==> src/rtl/gcd_controller.sv <==
// Control FSM for an 8-bit subtractive GCD datapath (go/busy/done handshake, bounded iterations).
// Latency: go sampled in IDLE at edge 0; with S subtract steps done is high in cycle 2S+4 (abort: 2S+3).
// Backpressure: enable=0 freezes state/iter/err and forces all load strobes low; decoded flags hold.
//
// Ports: clk, reset (async active-low), enable, go, x_lt_y/x_neq_y (datapath status) in;
//        x_ld/y_ld/x_sel/y_sel/d_o_ld (datapath strobes), busy, done, err out;
//        cycles[15:0] out only when GCD_CYCLE_COUNT_EN is defined (run length LOAD..OUT, enabled cycles).
module gcd_controller #(
    parameter int MAX_ITER = 255,
    parameter int ITER_W   = 8
) (
    input  logic        clk,
    input  logic        reset,
    input  logic        enable,
    input  logic        go,
    input  logic        x_lt_y,
    input  logic        x_neq_y,
    output logic        x_ld,
    output logic        y_ld,
    output logic        x_sel,
    output logic        y_sel,
    output logic        d_o_ld,
    output logic        busy,
    output logic        done,
    output logic        err
`ifdef GCD_CYCLE_COUNT_EN
    ,
    output logic [15:0] cycles
`endif
);

    localparam logic [2:0] IDLE  = 3'd0;
    localparam logic [2:0] LOAD  = 3'd1;
    localparam logic [2:0] CHECK = 3'd2;
    localparam logic [2:0] SUB_X = 3'd3;
    localparam logic [2:0] SUB_Y = 3'd4;
    localparam logic [2:0] OUT   = 3'd5;
    localparam logic [2:0] DONE  = 3'd6;

    logic [2:0]        state;
    logic [2:0]        state_nxt;
    logic [ITER_W-1:0] iter;
    logic              iter_max;

    assign iter_max = (iter == ITER_W'(MAX_ITER));

    always_comb begin
        state_nxt = state;
        case (state)
            IDLE:  if (go) state_nxt = LOAD;
            LOAD:  state_nxt = CHECK;
            CHECK: begin
                if (!x_neq_y)     state_nxt = OUT;
                else if (iter_max) state_nxt = DONE;
                else if (x_lt_y)  state_nxt = SUB_Y;
                else              state_nxt = SUB_X;
            end
            SUB_X: state_nxt = CHECK;
            SUB_Y: state_nxt = CHECK;
            OUT:   state_nxt = DONE;
            DONE:  state_nxt = IDLE;
            default: state_nxt = IDLE;
        endcase
    end

    always_ff @(posedge clk or negedge reset) begin
        if (!reset) begin
            state <= IDLE;
            iter  <= '0;
            err   <= 1'b0;
        end else if (enable) begin
            state <= state_nxt;
            case (state)
                // err from the previous run stays visible until a new run is accepted
                IDLE:  if (go) err <= 1'b0;
                LOAD:  iter <= '0;
                CHECK: if (x_neq_y && iter_max) err <= 1'b1;
                // CHECK aborts at MAX_ITER before another step, so iter cannot wrap
                SUB_X, SUB_Y: iter <= iter + ITER_W'(1);
                default: ;
            endcase
        end
    end

    // Moore decode; loads are additionally gated by enable so a stall never clocks the datapath.
    always_comb begin
        x_ld   = 1'b0;
        y_ld   = 1'b0;
        x_sel  = 1'b0;
        y_sel  = 1'b0;
        d_o_ld = 1'b0;
        busy   = 1'b0;
        done   = 1'b0;
        case (state)
            LOAD:  begin x_ld = enable; y_ld = enable; busy = 1'b1; end
            CHECK: busy = 1'b1;
            SUB_X: begin x_ld = enable; x_sel = 1'b1; busy = 1'b1; end
            SUB_Y: begin y_ld = enable; y_sel = 1'b1; busy = 1'b1; end
            OUT:   begin d_o_ld = enable; busy = 1'b1; end
            DONE:  done = 1'b1;
            default: ;
        endcase
    end

`ifdef GCD_CYCLE_COUNT_EN
    logic [15:0] cnt;
    logic [15:0] cnt_inc;

    assign cnt_inc = (cnt == 16'hFFFF) ? cnt : cnt + 16'd1;

    // cnt counts the LOAD cycle itself, so a run with no subtract steps reports 3.
    always_ff @(posedge clk or negedge reset) begin
        if (!reset) begin
            cnt    <= '0;
            cycles <= '0;
        end else if (enable) begin
            case (state)
                LOAD:                cnt <= 16'd1;
                CHECK, SUB_X, SUB_Y: cnt <= cnt_inc;
                default: ;
            endcase
            // includes the final CHECK or OUT cycle that leads into DONE
            if (state != DONE && state_nxt == DONE) cycles <= cnt_inc;
        end
    end
`endif

endmodule

==> config.mk <==
export PLATFORM = sky130hd
export DESIGN_NAME = gcd_controller
export DESIGN_NICKNAME = d
export VERILOG_FILES = /design/src/rtl/gcd_controller.sv
export SDC_FILE = /design/constraint.sdc
export NUM_CORES = 1
export LEC_CHECK = 0
export BUFFER_PORTS_ARGS = -buffer_cell sky130_fd_sc_hd__buf_2
export CAP_MARGIN = 10
export CORE_UTILIZATION = 40
export DETAILED_ROUTE_END_ITERATION = 8
export PLACE_DENSITY = 0.68
export SLEW_MARGIN = 20
export SYNTH_ARGS = -nofsm -noshare
export SYNTH_HDL_FRONTEND = slang
export SYNTH_SLANG_ARGS = --single-unit
export TNS_END_PERCENT = 10
==> constraint.sdc <==
create_clock -name clk -period 1.8 [get_ports clk]
set_clock_uncertainty 0.2 [all_clocks]
set_input_delay 0.36 -clock clk [delete_from_list [all_inputs] [get_ports clk]]
set_output_delay 0.36 -clock clk [all_outputs]
set_load 0.01 [all_outputs]
==> flow_summary_export.csv <==
group,metric,value,unit
yosys,syn_area_per_cell,8.35,sq um
power,comb_power_share,67.4,%
yosys,synthesis.area,852,sq um
yosys,synth_seq_cells,12,
global_routing,track_usage,21.5,%
sta,setup_viol,6,
outcome,violations,"negative setup slack",
routing,num_vias,900,
worst_setup_path,start_kind,"register",
floorplan,fp.dieH,48.2,um
worst_setup_path,cp.required,1.24,ns
routing,wl_per_cell,15.1,um
finish,utilization,59.2,%
sta,tns,-0.605,ns
floorplan,core_region_area,1980,sq um
placed_design,placed_cells,149,
power,power,1.85,mW
power,swShare,44.2,%
yosys,synthCells,102,
cts,clk_path_buf_depth,2,
global_routing,grt_max_degree,13,
finish,final_common_cell,"buf_4",
cts,cts.sinks,12,
outcome,status,"finished with violations",
yosys,synth_nets,110,
sta,rsz0062_at_grt,"true",
global_routing,grt_pass1_vias,765,
power,net-switching-power,0.818,mW
min_path,hold_class,"in -> reg",
job,maxCapViolCount,0,
sta,setup_slack,-0.154,ns
floorplan,die_area,2320,sq um
yosys,yosys_warnings,0,
worst_setup_path,cp-end-kind,"output pin",
routing,antenna_left,0,
placed_design,portBuffers,13,
floorplan,io_pins,14,
cts,insertion_delay,0.27,ns
finish,fillers,159,
finish,area_delta_synth_final,37.6,%
power,pwr-share-seq,24.0,%
routing,drt_iter0_markers,41,
placed_design,placed_area,1020,sq um
placed_design,place_hpwl,1650,um
finish,num_antenna_cells,0,
sta,period_needed,1.95,ns
floorplan,rows,16,
finish,nets,139,
worst_setup_path,critPathMostFrequentCell,"buf_6",
sta,fmax,512,MHz
power,vdd_drop_max,0.00102,V
sta,slew_headroom,79.1,%
sta,tightest_slew,0.311,ns
cts,cts_root_buf,"clkbuf_4",
routing,drtPass1Iterations,4,
worst_setup_path,worstPathCellList,"buf_6 > nand2b_4 > buf_6 > a21oi_4 > buf_6",
global_routing,grt_pass1_wl,3410,um
worst_setup_path,critPathKind,"reg -> out",
min_path,worstHoldPathCells,2,
worst_setup_path,worst-r2r-cell-count,7,
cts,cts_tree,"yes",
sta,hold_violations,0,
worst_setup_path,cp_slowest_cell,"dfrtp_1",
cts,htree_levels,1,
finish,postLayoutCellArea,1170,sq um
power,p_int,1.03,mW
sta,hold_ws,0.172,ns
sta,finalCritPeriodShare,109,%
cts,path_clk_slew,0.07,ns
finish,fin_cells,156,
worst_setup_path,arrival,1.39,ns
power,p_clk_share,8.7,%
sta,maxSlewViolCount,0,
global_routing,overflow,0,
finish,drive_above_1_share,39.5,%
worst_setup_path,max_stage_delay,0.44,ns
placed_design,place_congestion,0.841,
finish,final_cell_mix,"buf_4, dfrtp_1, nand2_1, buf_2, nor2_1",
yosys,ys_types,35,
cts,cts_buffers,3,
floorplan,die_x,48.2,um
worst_setup_path,crit_fanout,4,
routing,finalWirelength,2360,um
yosys,seq_area_frac_synth,35.2,%
floorplan,initial_utilization,43.0,%
placed_design,place_ws,-0.0445,ns
routing,via_per_inst,5.77,
routing,route.detailed.drc,0,
power,p_leak,0.506,nW
power,powerDensity,1580,nW/um^2
global_routing,antenna_found_initial,0,
[synth_stat cells, drive strengths merged]
cell,n,area (sq um)
nor4,1,6.26
o21ai,9,45.0
xnor2,5,43.8
nor3b,1,7.51
clkbuf,4,15.0
buf,2,16.3
a2111oi,1,27.5
o311ai,1,8.76
nor2,13,51.3
or4,2,15.0
a221o,1,10.0
nand3b,1,7.51
a41oi,1,8.76
a31oi,1,6.26
a31o,1,8.76
or2,2,12.5
o211ai,1,7.51
nand2b,4,25.0
nand4,2,12.5
o31ai,3,22.5
a22o,2,17.5
o32ai,1,8.76
inv,5,18.8
a211oi,4,30.0
nand2,11,41.3
dfrtp,12,300
a21oi,4,20.0
nand3,2,10.0
o22ai,1,6.26
o21bai,1,7.51
or3b,1,8.76
ha,2,25.0
[cells by family (layout without fill, tap and decap cells)]
logic type,Yosys count,count (layout),synth area share (%)
AO/OA/AOI/OAI,32,32,27.6
XOR/XNOR,5,5,5.14
adder cells (fa/ha/maj),2,2,2.94
buffers and inverters,11,38,5.87
flip-flops,12,12,35.2
AND/OR/NAND/NOR,40,40,23.2
[critical path, delay by kind of cell, from the launching register on]
family | cells | cell delay, ns
flip-flops | 1 | 0.44
buffers and inverters | 3 | 0.40
AND/OR/NAND/NOR | 1 | 0.15
AO/OA/AOI/OAI | 1 | 0.14
[path summary, 6_finish.rpt]
| path | endpoint | from | slack, ns |
|---|---|---|---|
| min in group asynchronous | iter[7] | reset | 0.30 |
| max in group asynchronous | iter[6] | reset | 0.88 |
| max reg2reg | iter[7] | state[2] | -0.05 |
| max | y_ld | state[2] | -0.15 |
| min | iter[2] | enable | 0.17 |
| min reg2reg | err | err | 0.33 |
[registers in the layout, summed over array words and instances, names as in the netlist]
name and flops:
iter 8, state 3, err 1
[timing repair]
item	4_1_cts	5_1_grt
pin swaps	3	2
setup buffers	3	0
hold buffers	1	0
setup endpoints to repair	7	14
endpoints found under the hold margin	12	0
resized for setup	12	14
[per-layer routing]
layer	track usage [%]	wire length, um
met1	30.2	1020
met2	33.3	1180
met3	5.56	114
met4	4.44	40
met5	0	0
[layout make-up]
cell class              instances  area [sq um]  area share, %
multi-input cells              79           564           48.1
flip-flops and latches         12           300           25.6
repair buffers                 30           225           19.2
well taps                      27          33.8           2.88
inverters                       5          26.3           2.24
clock buffers                   3          22.5           1.92
[power groups by stage]
stage / logic (mW) / clock network (mW) / registers [mW]
after floorplan: 0.599 / 0 / 0.444
after detailed placement: 0.972 / 0 / 0.433
final: 1.25 / 0.161 / 0.443
after global routing: 1.37 / 0.172 / 0.447
after CTS: 1.14 / 0.164 / 0.434
after global placement: 0.946 / 0 / 0.428
Power figures use the tool's default switching activity.
